## src/rtl/ofdm_rxseq_pkg.sv

```systemverilog
// Shared definitions for the OFDM receive frame sequencer: state encoding,
// I/O port map and power-on configuration defaults.
package ofdm_rxseq_pkg;

   typedef enum logic [2:0] {
      ST_IDLE  = 3'd0,
      ST_ARM   = 3'd1,
      ST_NULL  = 3'd2,
      ST_ALIGN = 3'd3,
      ST_SYM   = 3'd4
   } state_t;

   // Write ports decode the full address, reads only look at the low two bits
   localparam logic [2:0] PORT_FFT = 3'd0;
   localparam logic [2:0] PORT_FRM = 3'd1;
   localparam logic [2:0] PORT_TMO = 3'd2;
   localparam logic [1:0] RD_STAT  = 2'd0;
   localparam logic [1:0] RD_FLAG  = 2'd1;

   localparam int DEF_FFTM1 = 1023;
   localparam int DEF_CPM1  = 127;
   localparam int DEF_SYMM1 = 15;
   localparam int DEF_TMO   = 4096;

endpackage

```

## src/rtl/ofdm_symtmr.sv

```systemverilog
// Per-symbol timer: cyclic-prefix down-counter followed by FFT-window up-counter,
// advancing only on enabled samples and rearming itself for the next symbol.
module ofdm_symtmr
   import ofdm_rxseq_pkg::*;
#(
   parameter int NW = 11,
   parameter int CW = 9
) (
   input  logic          clk,
   input  logic          rst,
   input  logic          load,
   input  logic          en,
   input  logic [CW-1:0] cplen,
   input  logic [NW-1:0] fftlen,
   output logic          wsamp,
   output logic          first,
   output logic          last
);

   logic [CW-1:0] cpcnt;
   logic [NW-1:0] fcnt;
   logic          inwin;

   // The sample on which cpcnt is 0 is still prefix; the window opens on the next one
   always_ff @(posedge clk or negedge rst) begin
      if (!rst) begin
         cpcnt <= '0;
         fcnt  <= '0;
         inwin <= 1'b0;
      end else if (load) begin
         cpcnt <= cplen;
         fcnt  <= '0;
         inwin <= 1'b0;
      end else if (en) begin
         if (!inwin) begin
            if (cpcnt == '0) begin
               inwin <= 1'b1;
               fcnt  <= '0;
            end else begin
               cpcnt <= cpcnt - 1'b1;
            end
         end else if (fcnt == fftlen) begin
            inwin <= 1'b0;
            cpcnt <= cplen;
         end else begin
            fcnt <= fcnt + 1'b1;
         end
      end
   end

   assign wsamp = en & inwin;
   assign first = wsamp & (fcnt == '0);
   assign last  = wsamp & (fcnt == fftlen);

endmodule

```

## src/rtl/ofdm_rxseq.sv

```systemverilog
// OFDM receive frame sequencer: carrier arm, null search, timing lock, then
// per-symbol prefix skip and FFT window, with a small 16-bit config/status port.
module ofdm_rxseq
   import ofdm_rxseq_pkg::*;
#(
   parameter int NW = 11,
   parameter int CW = 9,
   parameter int SW = 8,
   parameter int TW = 16
) (
   input  logic          clk,
   input  logic          rst,
   input  logic          iocs,
   input  logic [2:0]    ioaddr,
   input  logic [15:0]   din,
   input  logic          iowr,
   output logic [15:0]   dout,
   input  logic          iv,
   input  logic          dcd,
   input  logic          fcd,
   input  logic          start,
   input  logic          sync,
   input  logic          xmt,
   output logic          init,
   output logic          sof,
   output logic          win,
   output logic          sow,
   output logic [SW-1:0] symnum,
   output logic          eof,
   output logic          active
);

   state_t        state;
   logic [NW-1:0] cfgFft, shFft;
   logic [CW-1:0] cfgCp, shCp, tmrCp;
   logic [SW-1:0] cfgSym, shSym;
   logic [TW-1:0] cfgTmo, toc, tnext;
   logic          losf, tof;
   logic          sofNow, symEn, tmoHit, rdFlags;
   logic          tmrWin, tmrFirst, tmrLast;

   assign sofNow  = (state == ST_ALIGN) & sync & ~xmt & dcd;
   assign symEn   = iv & (state == ST_SYM);
   assign tnext   = (toc == '1) ? toc : toc + 1'b1;
   assign tmoHit  = iv & (tnext >= cfgTmo);
   assign rdFlags = iocs & ~iowr & (ioaddr[1:0] == RD_FLAG);
   assign active  = (state == ST_NULL) | (state == ST_ALIGN) | (state == ST_SYM);
   // The shadow is being written on the sof clock, so the first load takes the live value
   assign tmrCp   = sofNow ? cfgCp : shCp;

   ofdm_symtmr #(.NW(NW), .CW(CW)) u_symtmr (
      .clk    (clk),
      .rst    (rst),
      .load   (sofNow),
      .en     (symEn),
      .cplen  (tmrCp),
      .fftlen (shFft),
      .wsamp  (tmrWin),
      .first  (tmrFirst),
      .last   (tmrLast)
   );

   // The symbols field shares the upper byte of port 1, so CP is set from din[7:0]
   always_ff @(posedge clk or negedge rst) begin
      if (!rst) begin
         cfgFft <= NW'(DEF_FFTM1);
         cfgCp  <= CW'(DEF_CPM1);
         cfgSym <= SW'(DEF_SYMM1);
         cfgTmo <= TW'(DEF_TMO);
      end else if (iocs & iowr) begin
         case (ioaddr)
            PORT_FFT: cfgFft <= din[NW-1:0];
            PORT_FRM: begin
               cfgSym <= SW'(din[15:8]);
               cfgCp  <= CW'(din[7:0]);
            end
            PORT_TMO: cfgTmo <= din[TW-1:0];
            default: ;
         endcase
      end
   end

   // Transmit mode overrides everything, then loss of carrier, then normal sequencing.
   // The timeout is only used before sof, so it runs from the live register.
   always_ff @(posedge clk or negedge rst) begin
      if (!rst) begin
         state  <= ST_IDLE;
         init   <= 1'b0;
         sof    <= 1'b0;
         eof    <= 1'b0;
         win    <= 1'b0;
         sow    <= 1'b0;
         symnum <= '0;
         toc    <= '0;
         losf   <= 1'b0;
         tof    <= 1'b0;
         shFft  <= NW'(DEF_FFTM1);
         shCp   <= CW'(DEF_CPM1);
         shSym  <= SW'(DEF_SYMM1);
      end else begin
         init <= 1'b0;
         sof  <= 1'b0;
         eof  <= 1'b0;
         win  <= 1'b0;
         sow  <= 1'b0;
         if (rdFlags) begin
            losf <= 1'b0;
            tof  <= 1'b0;
         end
         if (xmt) begin
            state <= ST_IDLE;
         end else if (!dcd && (state == ST_ALIGN || state == ST_SYM)) begin
            state <= ST_IDLE;
            losf  <= 1'b1;
            init  <= 1'b1;
         end else begin
            case (state)
               ST_IDLE: if (dcd) state <= ST_ARM;
               ST_ARM: begin
                  if (fcd) begin
                     state <= ST_NULL;
                     init  <= 1'b1;
                     toc   <= '0;
                  end
               end
               ST_NULL: begin
                  if (start) begin
                     state <= ST_ALIGN;
                     toc   <= '0;
                  end else if (iv) begin
                     toc <= tnext;
                     if (tmoHit) begin
                        state <= ST_IDLE;
                        tof   <= 1'b1;
                        init  <= 1'b1;
                     end
                  end
               end
               ST_ALIGN: begin
                  if (sync) begin
                     state  <= ST_SYM;
                     sof    <= 1'b1;
                     symnum <= '0;
                     shFft  <= cfgFft;
                     shCp   <= cfgCp;
                     shSym  <= cfgSym;
                  end else if (iv) begin
                     toc <= tnext;
                     if (tmoHit) begin
                        state <= ST_IDLE;
                        tof   <= 1'b1;
                        init  <= 1'b1;
                     end
                  end
               end
               ST_SYM: begin
                  win <= tmrWin;
                  sow <= tmrFirst;
                  if (tmrLast) begin
                     if (symnum == shSym) begin
                        eof   <= 1'b1;
                        init  <= 1'b1;
                        state <= ST_ARM;
                     end else begin
                        symnum <= symnum + 1'b1;
                     end
                  end
               end
               default: state <= ST_IDLE;
            endcase
         end
      end
   end

   always_ff @(posedge clk or negedge rst) begin
      if (!rst) begin
         dout <= '0;
      end else if (iocs & ~iowr) begin
         case (ioaddr[1:0])
            RD_STAT: dout <= 16'({state, 5'b0, symnum});
            RD_FLAG: dout <= {14'b0, losf, tof};
            default: dout <= '0;
         endcase
      end
   end

endmodule

```

## config.mk

```make
export PLATFORM = sky130hd
export DESIGN_NAME = ofdm_rxseq
export DESIGN_NICKNAME = d
export VERILOG_FILES = /design/src/rtl/ofdm_rxseq_pkg.sv /design/src/rtl/ofdm_symtmr.sv /design/src/rtl/ofdm_rxseq.sv
export SDC_FILE = /design/constraint.sdc
export NUM_CORES = 1
export LEC_CHECK = 0
export CELL_PAD_IN_SITES_DETAIL_PLACEMENT = 1
export CELL_PAD_IN_SITES_GLOBAL_PLACEMENT = 1
export CORE_AREA = 2 2 149 114
export DETAILED_ROUTE_END_ITERATION = 10
export DIE_AREA = 0 0 151 116
export MAX_ROUTING_LAYER = met4
export PLACE_DENSITY_LB_ADDON = 0.2
export SLEW_MARGIN = 5
export SYNTH_ARGS = -nofsm -noshare
export SYNTH_HDL_FRONTEND = slang
export SYNTH_HIERARCHICAL = 1
export SYNTH_SLANG_ARGS = --single-unit
```

## constraint.sdc

```tcl
create_clock -name clk -period 3.7 [get_ports clk]
set_input_delay 0.37 -clock clk [delete_from_list [all_inputs] [get_ports clk]]
set_output_delay 0.37 -clock clk [all_outputs]
set_load 0.01 [all_outputs]
```

# Word level (Yosys, flattened, before mapping)
# Index checks and enable logic that the tools add are counted.
# W data, S select, Z words.
[classes]
n_addsub = 4
n_lt_le_gt_ge = 1
eq_ne = 22
n_mux = 72
bitwise = 16
n_reduce_logical = 21
[op_table]
columns = ["cell", "n"]
rows = [
  ["$mux W16", 5],
  ["$mux W11", 5],
  ["$pmux W16 S3", 1],
  ["$mux W9", 5],
  ["$mux W1", 37],
  ["$mux W8", 4],
  ["$pmux W16 S2", 1],
  ["$mux W3", 10],
  ["$add A16 B1 Y16 const B", 1],
  ["$eq A16 B16 Y1 const B", 1],
  ["$ge A16 B16 Y1", 1],
  ["$pmux W8 S2", 1],
  ["$pmux W3 S5", 1],
  ["$add A11 B1 Y11 const B", 1],
  ["$and A1 B1 Y1", 11],
  ["$eq A11 B11 Y1", 1],
  ["$logic_not A11 Y1", 1],
  ["$ne A2 B2 Y1 const B", 5],
  ["$eq A3 B2 Y1 const B", 3],
  ["$logic_not A9 Y1", 1],
  ["$sub A9 B1 Y9 const B", 1],
  ["$add A8 B1 Y8 const B", 1],
  ["$eq A8 B8 Y1", 1],
  ["$ne A4 B4 Y1 const B", 2],
  ["other kinds (23)", 35],
]
[word_totals]
ff_bits = 141
in_bits = 29
out_inout_bits = 30
elab_cells = 157

# Depth between registers and ports, before layout
[logic_depth]
ltp_word = 10
mapped_depth = 14
mapped_depth_nobuf = 12

# Cells and area by module
# Netlist, hierarchy kept.
[by_module_without_submodules]
columns = ["mod", "n_inst", "cells_each", "area_each_um2", "seq_area_each_um2"]
rows = [
  ["ofdm_rxseq", 1, 598, 5830.6, 2931.6],
  ["ofdm_symtmr", 1, 164, 1436.4, 525.5],
]

# Worst setup path before layout
# Ideal clock, no wire load.
[synth_timing]
path_kind = "register to register"
from = "register toc[0]"
to = "register init"
setup_ps = 66
t_arrival_ps = 3182
required_ps = 3634
path_slack_ps = 453
stages_incl_launch_ff = 14
n_path_buf = 1
period_less_slack_ps = 3247
cell_sequence = "dfrtp_1 > ha_1 > nand2_1 > or3_1 > buf_2 > o21ai_0 > o21ai_0 > o21ai_0 > ha_1 > nand4_1 > or3_1 > o32a_1 > a211oi_1 > o221a_2"
[synth_via]
elab_chain_cells = 10
elab_cells_between_ends = 12
cone_classes = "add/sub: 1; order compare: 1; eq/ne: 1; mux: 8; bitwise: 1"
[synth_lines]
columns = ["item", "line", "source"]
rows = [
  ["start, declared", "ofdm_rxseq.sv:37", "logic [TW-1:0] cfgTmo, toc, tnext;"],
  ["start signal, assigned", "ofdm_rxseq.sv:131", "toc <= tnext;"],
  ["start signal, assigned", "ofdm_rxseq.sv:148", "toc <= tnext;"],
  ["$add A16 B1 Y16 / $eq A16 B16 Y1 (equally long branches)", "ofdm_rxseq.sv:44", "assign tnext = (toc == '1) ? toc : toc + 1'b1;"],
  ["$mux W16 (*)", "ofdm_rxseq.sv:44", ""],
  ["$ge A16 B16 Y1 (*)", "ofdm_rxseq.sv:45", "assign tmoHit = iv & (tnext >= cfgTmo);"],
  ["$and A1 B1 Y1 (*)", "ofdm_rxseq.sv:45", ""],
  ["$mux W1 (*)", "ofdm_rxseq.sv:132, ofdm_rxseq.sv:149", ""],
  ["$mux W1 (*)", "ofdm_rxseq.sv:130", "end else if (iv) begin"],
  ["$mux W1, on equally long branches", "ofdm_rxseq.sv:140, ofdm_rxseq.sv:127", ""],
  ["$pmux W1 S4 (*)", "ofdm_rxseq.sv:117", "case (state)"],
  ["$mux W1 (*)", "ofdm_rxseq.sv:112", "end else if (!dcd && (state == ST_ALIGN || state == ST_SYM)) begin"],
  ["$mux W1 (*)", "ofdm_rxseq.sv:110", "if (xmt) begin"],
  ["end signal, assigned", "ofdm_rxseq.sv:115", "init <= 1'b1;"],
  ["end signal, assigned", "ofdm_rxseq.sv:122", "init <= 1'b1;"],
  ["end signal, assigned", "ofdm_rxseq.sv:152", "init <= 1'b1;"],
  ["end, declared", "ofdm_rxseq.sv:24", "output logic init,"],
]
# Mark *: on every way between the ends. The rest lies on a longest branch, timed or not.
# A chain may end at the register's enable or synchronous reset.

# Final worst setup path
# Ends and elaborated chain as after synthesis.

==> results.cfg <==
[place]
dp.cells = 1012
io_buffers = 53
place_congestion = 0.900
dp_hpwl_um = 15300

[sta]
setup-violations-final = 0
fin_setup_tns_ns = 0
fin_crit_ns = 3.52
rsz0062_at_grt = true
maxSlewViolCount = 0
fin_skew_ns = 0.00711
tightest_slew_ns = 0.997
hold_viol = 0
slew_headroom_pct = 33.5
final.period_utilization_pct = 95.3
fmax_mhz = 284

[logic_synthesis]
synth_cells = 762
syn_area_um2 = 7270
synth.avg_cell_area_um2 = 9.54
synth-warning-count = 6
synth_ff_type = dfrtp_1
synth-seq-cells = 136
async_flop_share_pct = 100
synthTopCellsByArea = dfrtp_1 (32%), dfstp_2 (16%), nand2_1 (7.7%), mux2_2 (4.6%), ha_1 (3.6%)
yosysUniqueCellTypes = 70
yosysTopAreaCell = dfrtp_1
synth_top_area_share_pct = 32.0
synth_edf_count = 0
yosysSeqAreaShare_pct = 47.6

[power_and_ir_drop]
p_sw_uw = 1460
seq_power_share_pct = 40.7
vdd_drop_max_v = 0.000350
power.density_nw_per_um2 = 571
p_leak_uw = 0.00398
pwr-share-comb_pct = 19.6
clockPowerShare_pct = 39.8
switching_share_pct = 29.2
p_int_uw = 3540

[route]
firstDrtPassIters = 5
wl_um = 21600
routedWlPerCell_um = 20.6
drcViolationCount = 0
dr.first_iter.drc_count = 407
ant_nets = 0
vias = 6126
vias_per_cell = 5.87

[cells_and_area]
final_nets = 871
drive_gt1_share_pct = 17.5
area_delta_synth_final_pct = 20.5
antenna_cells = 0
fin_cells = 1044
final_common_cell = nand2_1
layout_common_cells = nand2_1 (149), dfrtp_1 (93), clkdlybuf4s50_1 (52)

[cts]
htreeDepth = 4
ctsHoldBuffers = 0
cts_buffers = 17
cts_root_buffer = clkbuf_16
clk_latency_ns = 0.44
clkSinkCount = 136
clock_path_buffers = 2
clkTransAtPathRegs_ns = 0.06
cts_tree = yes

[job]
cap_violations = 0

[grt]
overflow = 0
grt_max_degree = 110
grt_antenna_before_repair = 0
grt_pass1_wl_um = 34800
grt_usage_pct = 27.1
first_global_vias = 6496

[floorplan]
design.portCount = 59
die_area_um2 = 17500
fp.coreArea_um2 = 15900
fp.dieH_um = 116
initial_utilization_pct = 45.7
die_width_um = 151
num_rows = 40

[worst_setup_path]
cp-start-kind = flip-flop
arrival_ns = 3.89
crit_required_ns = 4.07
critPathCaptureType = flip-flop
crit_path_max_fanout = 7
path_class = flip-flop to flip-flop

[worst_hold_path]
hold_class = input pin to async pin

[run_status]
status = complete, no violations
==> stage by stage <==
| stage | power [uW] | setup slack, ns | area [um2] | utilization, % | hold WS [ns] |
|---|---|---|---|---|---|
| 2_1_floorplan | 2620 | 0.453 | 7290 | - | 0.0744 |
| 5_1_grt | 5250 | -0.000494 | 8760 | 55.0 | 0.148 |
| 6_report | 5000 | 0.176 | 8760 | 55.0 | 0.0807 |
| 4_1_cts | 5020 | 0.0858 | 8740 | 54.9 | 0.136 |
| 3_3_place_gp | 2920 | 0.183 | 8060 | 50.6 | 0.441 |
| 3_5_place_dp | 3010 | 0.0247 | 8060 | 50.6 | 0.448 |
==> sequential cells by signal, indices dropped and copies added (netlist names), 3 cells and up <==
signal and count:
toc 16, symnum 8, shFft 11, cfgSym 8
u_symtmr/fcnt 11, cfgFft 11, dout 11, shCp 8
shSym 8, cfgTmo 16, state 3, u_symtmr/cpcnt 9
cfgCp 8
==> final cells by class <==
class,instances,area (um2)
fillers,1780,7160
multi-input cells,553,3500
flip-flops and latches,136,3460
repair buffers,78,719
clock buffers,20,467
well taps,210,263
clock inverters,12,219
inverters,35,131
==> timing repair <==
action,CTS,global route
gates resized for setup,1,3
gates cloned,0,0
endpoints found under the setup margin,1,3
pin swaps,0,0
buffers inserted,0,0
==> kinds of logic after synthesis <==
logic type | Yosys count | synth area share, %
simple gates | 300 | 20.2
mux | 34 | 5.20
buf+inv | 78 | 4.77
other cells | 1 | 0.0516
compound gates | 161 | 14.9
xor+xnor | 31 | 3.74
fa+ha+maj | 21 | 3.62
flops | 136 | 47.6
==> routing by layer <==
layer	track usage (%)	vias to the layer above	part of all wire (%)
li1	-	2822	-
met3	5.16	39	5.2
met2	42.7	156	47
met1	35.2	3109	45
met5	-	-	0
met4	9.84	0	2.3
==> worst paths after layout <==
kind | from | cells after the start | slack, ns | to
min in group clk | cfgFft[0] | 2 | 0.45 | shFft[0]
max | toc[0] | 12 | 0.18 | init
max reg2reg | toc[0] | 12 | 0.18 | init
min | rst | 1 | 0.08 | u_symtmr/fcnt[8]
min reg2reg | cfgFft[0] | 2 | 0.45 | shFft[0]
max in group asynchronous | rst | 2 | 2.71 | cfgFft[7]
==> power by group through the flow <==
stage	logic, uW	clock network [uW]	registers (uW)
final	978	1990	2040
after global routing	1090	2090	2080
after CTS	973	2010	2040
after detailed placement	950	0	2060
after global placement	877	0	2040
after floorplan	651	0	1970
==> synthesized netlist by cell type, drive strengths merged, types with 21 or more instances <==
cell     n
ha      21
nand2  150
inv     34
xor2    25
nand3   22
a21oi   31
o21ai   40
dfstp   43
mux2    30
buf     23
dfrtp   93
==> worst max-delay path, cell delays in order, from the launching register on <==
cell	delay (ns)
dfrtp_1	0.44
ha_2	0.26
nand2_1	0.08
or3_1	0.50
nor4b_1	0.20
buf_4	0.14
xnor2_1	0.12
ha_1	0.31
nand4_1	0.11
or3_1	0.37
o32a_1	0.41
a211oi_2	0.27
o221a_2	0.24
Note: power is estimated with default switching activity, not from simulation.
